--- src/rtl/imem_boot_loader.sv ---
// Boot loader: streams a program image (start PC, length, words) into instruction memory,
// then releases the core from reset. Define CHECKSUM_EN to require an XOR trailer word.
module imem_boot_loader #(
  parameter int ADDR_WIDTH = 8
) (
  input  logic                  CLK,
  input  logic                  Reset_L,
  input  logic                  s_valid,
  input  logic [31:0]           s_data,
  output logic                  s_ready,
  input  logic                  restart,
  output logic                  imem_we,
  output logic [ADDR_WIDTH-1:0] imem_addr,
  output logic [31:0]           imem_wdata,
  output logic [31:0]           start_pc,
  output logic                  proc_reset_l,
  output logic                  done,
  output logic                  error
);

  typedef enum logic [2:0] {
    ST_PC,
    ST_LEN,
    ST_DATA,
`ifdef CHECKSUM_EN
    ST_CSUM,
`endif
    ST_RUN,
    ST_ERR
  } state_t;

  localparam logic [32:0] C_DEPTH = 33'd1 << ADDR_WIDTH;

  state_t                r_state;
  state_t                w_state_nxt;
  logic [31:0]           r_start_pc;
  logic [ADDR_WIDTH:0]   r_len;
  logic [ADDR_WIDTH-1:0] r_cnt;
  logic                  r_proc_reset_l;
  logic                  r_done;
  logic                  r_error;
  logic                  w_loading;
  logic                  w_hs;
  logic                  w_len_bad;
  logic                  w_last;
`ifdef CHECKSUM_EN
  logic [31:0]           r_csum;
`endif

`ifdef CHECKSUM_EN
  assign w_loading = (r_state == ST_PC) | (r_state == ST_LEN) |
                     (r_state == ST_DATA) | (r_state == ST_CSUM);
`else
  assign w_loading = (r_state == ST_PC) | (r_state == ST_LEN) | (r_state == ST_DATA);
`endif

  assign s_ready    = w_loading & ~restart;
  assign w_hs       = s_valid & s_ready;
  assign w_len_bad  = (s_data == 32'd0) | ({1'b0, s_data} > C_DEPTH);
  assign w_last     = ({1'b0, r_cnt} == (r_len - (ADDR_WIDTH+1)'(1)));

  // Address wraps modulo the memory depth; the core sees the same wrap on fetch.
  assign imem_we    = (r_state == ST_DATA) & w_hs;
  assign imem_addr  = r_start_pc[ADDR_WIDTH+1:2] + r_cnt;
  assign imem_wdata = s_data;

  assign start_pc     = r_start_pc;
  assign proc_reset_l = r_proc_reset_l;
  assign done         = r_done;
  assign error        = r_error;

  always_comb begin
    w_state_nxt = r_state;
    if (restart) begin
      w_state_nxt = ST_PC;
    end else if (w_hs) begin
      case (r_state)
        ST_PC:   w_state_nxt = (s_data[1:0] != 2'b00) ? ST_ERR : ST_LEN;
        ST_LEN:  w_state_nxt = w_len_bad ? ST_ERR : ST_DATA;
        ST_DATA: begin
          if (w_last) begin
`ifdef CHECKSUM_EN
            w_state_nxt = ST_CSUM;
`else
            w_state_nxt = ST_RUN;
`endif
          end
        end
`ifdef CHECKSUM_EN
        ST_CSUM: w_state_nxt = (s_data == r_csum) ? ST_RUN : ST_ERR;
`endif
        default: w_state_nxt = r_state;
      endcase
    end
  end

  always_ff @(posedge CLK or negedge Reset_L) begin
    if (!Reset_L) begin
      r_state        <= ST_PC;
      r_start_pc     <= '0;
      r_len          <= '0;
      r_cnt          <= '0;
      r_proc_reset_l <= 1'b0;
      r_done         <= 1'b0;
      r_error        <= 1'b0;
`ifdef CHECKSUM_EN
      r_csum         <= '0;
`endif
    end else begin
      r_state        <= w_state_nxt;
      // Status flags track the state being entered so they change on the entering edge.
      r_proc_reset_l <= (w_state_nxt == ST_RUN);
      r_done         <= (w_state_nxt == ST_RUN);
      r_error        <= (w_state_nxt == ST_ERR);
      if (restart) begin
        r_cnt <= '0;
      end else if (w_hs) begin
        case (r_state)
          ST_PC:   r_start_pc <= s_data;
          ST_LEN: begin
            r_len  <= s_data[ADDR_WIDTH:0];
            r_cnt  <= '0;
`ifdef CHECKSUM_EN
            r_csum <= '0;
`endif
          end
          ST_DATA: begin
            r_cnt  <= r_cnt + ADDR_WIDTH'(1);
`ifdef CHECKSUM_EN
            r_csum <= r_csum ^ s_data;
`endif
          end
          default: ;
        endcase
      end
    end
  end

endmodule
--- config.mk ---
export PLATFORM = sky130hd
export DESIGN_NAME = imem_boot_loader
export DESIGN_NICKNAME = d
export VERILOG_FILES = /design/src/rtl/imem_boot_loader.sv
export SDC_FILE = /design/constraint.sdc
export NUM_CORES = 1
export LEC_CHECK = 0
export ABC_AREA = 1
export CORE_AREA = 5 5 58 111
export DETAILED_ROUTE_END_ITERATION = 6
export DIE_AREA = 0 0 63 116
export DONT_BUFFER_PORTS = 1
export GPL_TIMING_DRIVEN = 0
export PLACE_DENSITY = 0.73
export SLEW_MARGIN = 20
export SYNTH_ARGS = -nofsm -noshare
export SYNTH_HDL_FRONTEND = slang
export SYNTH_SLANG_ARGS = --single-unit
--- constraint.sdc ---
create_clock -name CLK -period 2.6 [get_ports CLK]
set_input_delay 0.52 -clock CLK [delete_from_list [all_inputs] [get_ports CLK]]
set_output_delay 0.52 -clock CLK [all_outputs]
set_load 0.01 [all_outputs]
# == After elaboration in Yosys (flattened, before gate mapping) ==
# Cells that the tools add are included.
# word_totals
output_inout_bits,77
input_bits,36
reg_bits,54
# op_classes
n_eq_ne,5
n_addsub,3
n_reduce_logical,8
bitwise,7
muxes,9
n_lt_le_gt_ge,1
# ops
operator,count
$gt 32x9->1 const B,1
$logic_not 32->1,1
$mux 8,2
$pmux 8 s2,1
$mux 3,5
$eq 8x9->1,1
$pmux 3 s3,1
$sub 9x1->9 const B,1
$add 8x1->8 const B,1
$add 8x8->8,1
$eq 3x2->1 const B,2
$reduce_and 3->1,2
$reduce_bool 2->1,2
$and 1x1->1,3
$eq 3x1->1 const B,1
$eq 3x3->1 const B,1
$logic_not 3->1,1
$or 1x1->1,3
$reduce_bool 3->1,1
$reduce_and 2->1,1
$not 1->1,1

# == Logic depth before layout (Yosys ltp) ==
# Gate-level depths: netlist of the first run.
# logic_depth
ltp_word,8
depth_mapped,14
depth_no_buf,14

# == Least setup slack after synthesis of the first run ==
# No wires, ideal clock.
# synth_timing
path_kind,register to output
from,register r_cnt[0]
to,output imem_addr[6]
path_slack_ps,353
required_ps,2080
arrival_ps,1727
path_stages_with_launch,9
path_cell_list,dfrtp_1 > ha_1 > inv_1 > fa_1 > o21ai_0 > a21oi_1 > nor2_1 > nor2_1 > xnor2_1
# synth_via
elab_chain_cells,1
# synth_rtl
element,line_no,text
"start, declared",38,logic [ADDR_WIDTH-1:0] r_cnt;
"start signal, assigned",128,r_cnt <= r_cnt + ADDR_WIDTH'(1);
$add 8x8->8,64,assign imem_addr = r_start_pc[ADDR_WIDTH+1:2] + r_cnt;
"end, declared",13,"output logic [ADDR_WIDTH-1:0] imem_addr,"
# Every way passes these cells.

# == Final worst setup path of the first run ==
# layout_timing
from,register r_cnt[1]
to,output imem_addr[6]
# The elaborated chain is that of the path after synthesis.

==> impl_metrics.py, run 1 <==
metrics = {
    "placement": {
        "globalplace.congestion": 0.8833,
        "io_buffers": 0,
        "placed_cell_area_um2": 3231,
        "dpl.cell_count": 440,
        "dpl.hpwl_um": 5811,
    },
    "clock_tree": {
        "cts_tree": "done",
        "cts_inserted_buffers": 5,
        "clk_pin_slew_ns": 0.10,
        "clockBufferDepth": 2,
        "insertion_delay_ns": 0.31,
        "cts_sinks": 54,
        "cts-htree-levels": 2,
        "cts-root-buf": "clkbuf_8",
    },
    "layout": {
        "nets": 435,
        "final_common_cell": "nand2_1",
        "antenna_cells": 0,
        "final_cell_mix": "nand2_1, dfrtp_1, nor2_1",
        "final_util_pct": 62.52,
        "fin_cells": 450,
        "syn2layout_area_growth_pct": 8.327,
        "final_area_um2": 3418,
        "multi_input_area_um2": 1401,
        "drive_gt1_share_pct": 19.49,
        "ff_latch_area_um2": 1355,
        "fill_cells": 479,
    },
    "die": {
        "start_util_pct": 57.71,
        "fp.dieH_um": 116,
        "rows": 38,
        "core-area_um2": 5468,
        "die_x_um": 63,
        "io_pins": 113,
        "die_area_um2": 7308,
    },
    "routing": {
        "post_drt_wl_per_cell_um": 16.18,
        "drtIter0Drc": 115,
        "vias_per_cell": 5.344,
        "vias": 2405,
        "ant_nets": 0,
        "drt_wl_total_um": 7283,
        "drc_errors": 0,
        "drt-pass1-iter-count": 6,
    },
    "worst_hold_path": {
        "hold_class": "in -> async",
    },
    "worst_setup_path": {
        "cp_max_fo": 5,
        "cp-start-kind": "flop",
        "crit_arrival_ns": 1.95,
        "crit_buf_inv": 1,
        "crit_path_max_incr_delay_ns": 0.47,
        "slowest_stage": "dfrtp_1",
        "cpLargestDelayFamily": "flip-flops",
        "path_cells": "inv_1 > fa_2 > o21ai_2 > a21oi_1 > nor2_1 > nor2_1 > xnor2_2",
        "reg2reg_from": "r_len[0]$_DFFE_PN0P_",
        "startpoint": "r_cnt[1]$_DFFE_PN0P_",
        "critPathCaptureType": "primary output",
        "crit_top_cell": "nor2_1",
        "worstPathRequired_ns": 2.08,
        "path_class": "reg -> out",
    },
    "timing": {
        "fin_crit_sh_pct": 94.89,
        "max_freq_mhz": 405.3,
        "finalMaxSlewViolations": 0,
        "hold_viol": 0,
        "tightest_slew_ns": 0.4562,
        "setup_violations": 0,
        "final.setup_skew_ns": 0.005131,
        "finalCriticalPeriod_ns": 2.467,
        "hold_ws_ns": 0.05416,
        "relSlewSlack_pct": 69.58,
    },
    "outcome": {
        "status": "complete, no violations",
    },
    "yosys": {
        "synth_top_area_share_pct": 42.82,
        "ys_seq_elements": 54,
        "syn-mean-instance-area_um2": 8.304,
        "synthArstFlopShare_pct": 100.0,
        "ys_warn_count": 0,
        "netlist_instances": 380,
        "dominantRegCellSynth": "dfrtp_1",
        "synth_area_um2": 3156,
        "synth-edff-count": 0,
        "syn_nets": 426,
        "ys_seq_area_share_pct": 42.82,
        "synth.distinct_cells": 26,
        "synth_area_leaders": "dfrtp_1, nand2_1, buf_4, nor2_1, mux2_1",
        "synth_largest_area_cell": "dfrtp_1",
    },
    "pwr": {
        "power_density_nw_per_um2": 687.6,
        "p_leak_nw": 1.704,
        "total_power_mw": 2.350,
        "peakVddDrop_mv": 0.6160,
    },
    "global_routing": {
        "antenna_found_initial": 0,
        "grt_start_max_net_pins": 55,
        "overflow": 0,
        "grt_usage_pct": 19.79,
        "grt_pass1_wl_um": 11470,
        "grt_pass1_vias": 2517,
    },
    "job": {
        "maxCapViolations": 0,
    },
}
-- Yosys cell counts (all sizes together) (2+ instances only) --
| cell | count |
|---|---|
| clkbuf | 3 |
| nand2 | 78 |
| ha | 9 |
| nand3 | 16 |
| o21ai | 31 |
| mux2 | 22 |
| nor2 | 48 |
| buf | 35 |
| inv | 46 |
| a21oi | 15 |
| xor2 | 11 |
| nand4 | 3 |
| xnor2 | 4 |
| dfrtp | 54 |
| nor3 | 2 |
-- worst paths after layout --
check / slack [ns] / depth (start not counted) / to
worst max-delay path: 0.13 / 7 / imem_addr[6]
worst min-delay path: 0.05 / 1 / start_pc[6]$_DFFE_PN0P_
worst max register to register: 0.79 / 13 / error$_DFF_PN0_
worst min register to register: 0.52 / 2 / r_len[8]$_DFFE_PN0P_
max in group asynchronous: 2.30 / 1 / r_cnt[0]$_DFFE_PN0P_
min in group CLK: 0.26 / 1 / r_state[2]$_DFF_PN0_
-- state kept, by name (all words and copies together) (netlist names) --
name and flops:
r_len 9, done 1, error 1, r_cnt 8, r_state 3, start_pc 32
-- timing repair --
item,4_1_cts,5_1_grt
endpoints found under the setup margin,2,2
pin swaps,1,3
buffers inserted,1,0
endpoints found under the hold margin,54,0
hold buffers,1,0
gates resized for setup,7,3
-- where the power goes --
part	switching (mW)	internal, mW	total [mW]	leakage [nW]
clock network	0.280	0.288	0.568	0.0514
registers	0.199	0.994	1.19	0.673
logic	0.330	0.259	0.590	0.979
-- layout make-up --
type	count	share of cell area [%]
buffer	38	7.870
clock buffer	6	2.123
clock inverter	2	1.098
inverter	46	5.051
multi-input combinational	242	41.00
sequential	54	39.64
tap	60	2.196
timing repair buffer	2	1.025
-- logic make-up (layout without fill, tap and decap cells) --
| group | count (synthesis) | count (layout) | synth area share (%) |
|---|---|---|---|
| compound gates | 47 | 47 | 7.653 |
| buf+inv | 84 | 94 | 14.00 |
| xor+xnor | 15 | 15 | 4.163 |
| mux | 22 | 22 | 7.851 |
| fa+ha+maj | 10 | 10 | 4.203 |
| flops | 54 | 54 | 42.82 |
| simple gates | 148 | 148 | 19.31 |
-- stage by stage --
| step | setup TNS [ns] | setup slack, ns |
|---|---|---|
| after floorplan | 0 | 0.3533 |
| after global placement | 0 | 0.08026 |
| after detailed placement | 0 | 0.03591 |
| after CTS | 0 | 0.001584 |
| after global routing | -0.005464 | -0.005464 |
| final | 0 | 0.1330 |
-- worst reg2reg max path, delay by kind of cell, from the launching register on --
kind,cells,cell delay (ns)
AO/OA/AOI/OAI,1,0.20
adder cells (fa/ha/maj),1,0.23
buffers and inverters,2,0.19
flip-flops,1,0.40
AND/OR/NAND/NOR,9,0.70
-- per-layer routing --
metal / GRT usage, % / vias up / share of wire (%) / wire [µm]
met5: 0 / - / 0 / 0
met4: 7.365 / 0 / 2.2 / 163
met3: 5.529 / 12 / 6.0 / 437
met2: 39.14 / 76 / 59 / 4302
met1: 18.59 / 1126 / 33 / 2380
li1: - / 1191 / - / -
No activity file was read; power rests on OpenSTA's default activity.
==> run 2, diff against run 1 <==
--- a/config.mk
+++ b/config.mk
@@ -6,11 +6,13 @@
 export NUM_CORES = 1
 export LEC_CHECK = 0
 export ABC_AREA = 1
+export ABC_CLOCK_PERIOD_IN_PS = 2600
 export CORE_AREA = 5 5 58 111
 export DETAILED_ROUTE_END_ITERATION = 6
 export DIE_AREA = 0 0 63 116
 export DONT_BUFFER_PORTS = 1
 export GPL_TIMING_DRIVEN = 0
+export HOLD_SLACK_MARGIN = 0.12
 export PLACE_DENSITY = 0.73
 export SLEW_MARGIN = 20
 export SYNTH_ARGS = -nofsm -noshare
==> impl_metrics.py, run 2 (synthesized netlist as in run 1, its figures left out) <==
metrics = {
    "die": {
        "io_pins": 113,
        "die_x_um": 63,
        "rows": 38,
        "core-area_um2": 5468,
        "die_area_um2": 7308,
        "start_util_pct": 57.71,
        "fp.dieH_um": 116,
    },
    "layout": {
        "antenna_cells": 0,
        "final_util_pct": 62.70,
        "final_area_um2": 3428,
        "drive_gt1_share_pct": 19.44,
        "final_cell_mix": "nand2_1, dfrtp_1, nor2_1",
        "largest_reg_flops": 32,
        "nets": 436,
        "final_common_cell": "nand2_1",
        "syn2layout_area_growth_pct": 8.644,
    },
    "timing": {
        "final.setup_skew_ns": 0.005273,
        "tightest_slew_ns": 0.4520,
        "setup_ws_ns": 0.1329,
        "max_freq_mhz": 405.3,
        "tns_ns": 0,
        "fin_crit_sh_pct": 94.89,
        "hold_viol": 0,
        "setup_violations": 0,
        "relSlewSlack_pct": 69.86,
        "finalMaxSlewViolations": 0,
        "finalCriticalPeriod_ns": 2.467,
    },
    "worst_setup_path": {
        "r2r_slack_ns": 0.78,
        "cpLargestDelayFamily": "flip-flops",
        "startpoint": "r_cnt[1]$_DFFE_PN0P_",
        "cp-start-kind": "flop",
        "worstReg2RegEnd": "error$_DFF_PN0_",
        "path_class": "reg -> out",
        "crit_buf_inv": 1,
        "crit_arrival_ns": 1.95,
        "slowest_stage": "dfrtp_1",
        "path_cells": "inv_1 > fa_2 > o21ai_2 > a21oi_1 > nor2_1 > nor2_1 > xnor2_2",
        "r2r.worst_path.cells": 13,
        "critPathCaptureType": "primary output",
        "reg2reg_from": "r_len[0]$_DFFE_PN0P_",
        "crit_top_cell": "nor2_1",
        "worstPathRequired_ns": 2.08,
        "crit_path_max_incr_delay_ns": 0.47,
        "cp_max_fo": 5,
    },
    "routing": {
        "maxUsedRoutingLayer": "met4",
        "post_drt_wl_per_cell_um": 16.15,
        "drt_wl_total_um": 7283,
        "vias": 2412,
        "drtIter0Drc": 108,
        "wl_met2_um": 4309,
        "drc_errors": 0,
        "ant_nets": 0,
        "vias_per_cell": 5.348,
        "met3_length_um": 439,
        "drt-pass1-iter-count": 6,
        "met1Wirelength_um": 2372,
    },
    "clock_tree": {
        "insertion_delay_ns": 0.31,
        "cts_sinks": 54,
        "cts_inserted_buffers": 5,
        "cts-htree-levels": 2,
        "clk_pin_slew_ns": 0.10,
        "clockBufferDepth": 2,
        "cts_tree": "done",
        "cts-root-buf": "clkbuf_8",
    },
    "global_routing": {
        "grt_usage_pct": 19.79,
        "antenna_found_initial": 0,
        "grt_pass1_vias": 2520,
        "grt_pass1_wl_um": 11480,
        "grt_start_max_net_pins": 55,
        "overflow": 0,
    },
    "placement": {
        "dpl.hpwl_um": 5811,
        "post-place-ws_ns": 0.03591,
        "io_buffers": 0,
        "globalplace.congestion": 0.8833,
        "placed_cell_area_um2": 3231,
    },
    "pwr": {
        "p_leak_nw": 1.708,
        "power_density_nw_per_um2": 686.0,
        "peakVddDrop_mv": 0.6164,
    },
    "worst_hold_path": {
        "worstHoldPathCells": 1,
        "hold_class": "in -> reg",
        "worstHoldEndpoint": "r_state[2]$_DFF_PN0_",
        "holdCritStartpoint": "restart",
    },
    "job": {
        "maxCapViolations": 0,
    },
    "outcome": {
        "status": "complete, no violations",
    },
}
run 2: worst max-delay path by stage:
stage                              end  depth (start not counted)
final                     imem_addr[6]                          7
after detailed placement  imem_addr[6]                          8
after CTS                 imem_addr[6]                          8
after global placement    imem_addr[6]                          8
after floorplan           imem_addr[6]                          8
after global routing      imem_addr[5]                          7
run 2: metal layers:
layer,GRT usage [%],vias up
met5,0,-
met4,7.365,0
met3,5.626,12
met2,39.14,76
met1,18.53,1130
li1,-,1194
run 2: worst register-to-register path, delay by kind of cell (launching register included):
family          cells  cell delay (ns)
fa+ha+maj           1             0.23
buf+inv             2             0.19
flops               1             0.40
simple gates        9             0.71
compound gates      1             0.20
run 2: metrics by stage:
stage	instances	hold slack, ns	total power [mW]
2_1_floorplan	380	0.2244	1.645
3_3_place_gp	440	0.2274	1.751
6_report	451	0.2576	2.352
3_5_place_dp	440	0.2265	1.770
4_1_cts	451	0.2453	2.373
5_1_grt	451	0.2421	2.515
run 2: final cells by class:
type	instances	area, µm²
multi-input cells	242	1401
clock buffers	6	72.57
repair buffers	3	45.04
inverters	46	172.7
clock inverters	2	37.54
flip-flops and latches	54	1355
plain buffers	38	269.0
fillers	478	2039
well taps	60	75.07
run 2: where the power goes:
group	switching (mW)	internal (mW)	leakage, nW
Combinational	0.331	0.260	0.983
Sequential	0.199	0.994	0.673
Clock	0.280	0.288	0.0514
run 2: timing repair:
action                                  in CTS  in global routing
setup buffers                                1                  0
resized for setup                            7                  3
endpoints found under the hold margin       54                  0
pin swaps                                    1                  3
endpoints found under the setup margin       2                  2
hold buffers                                 2                  0
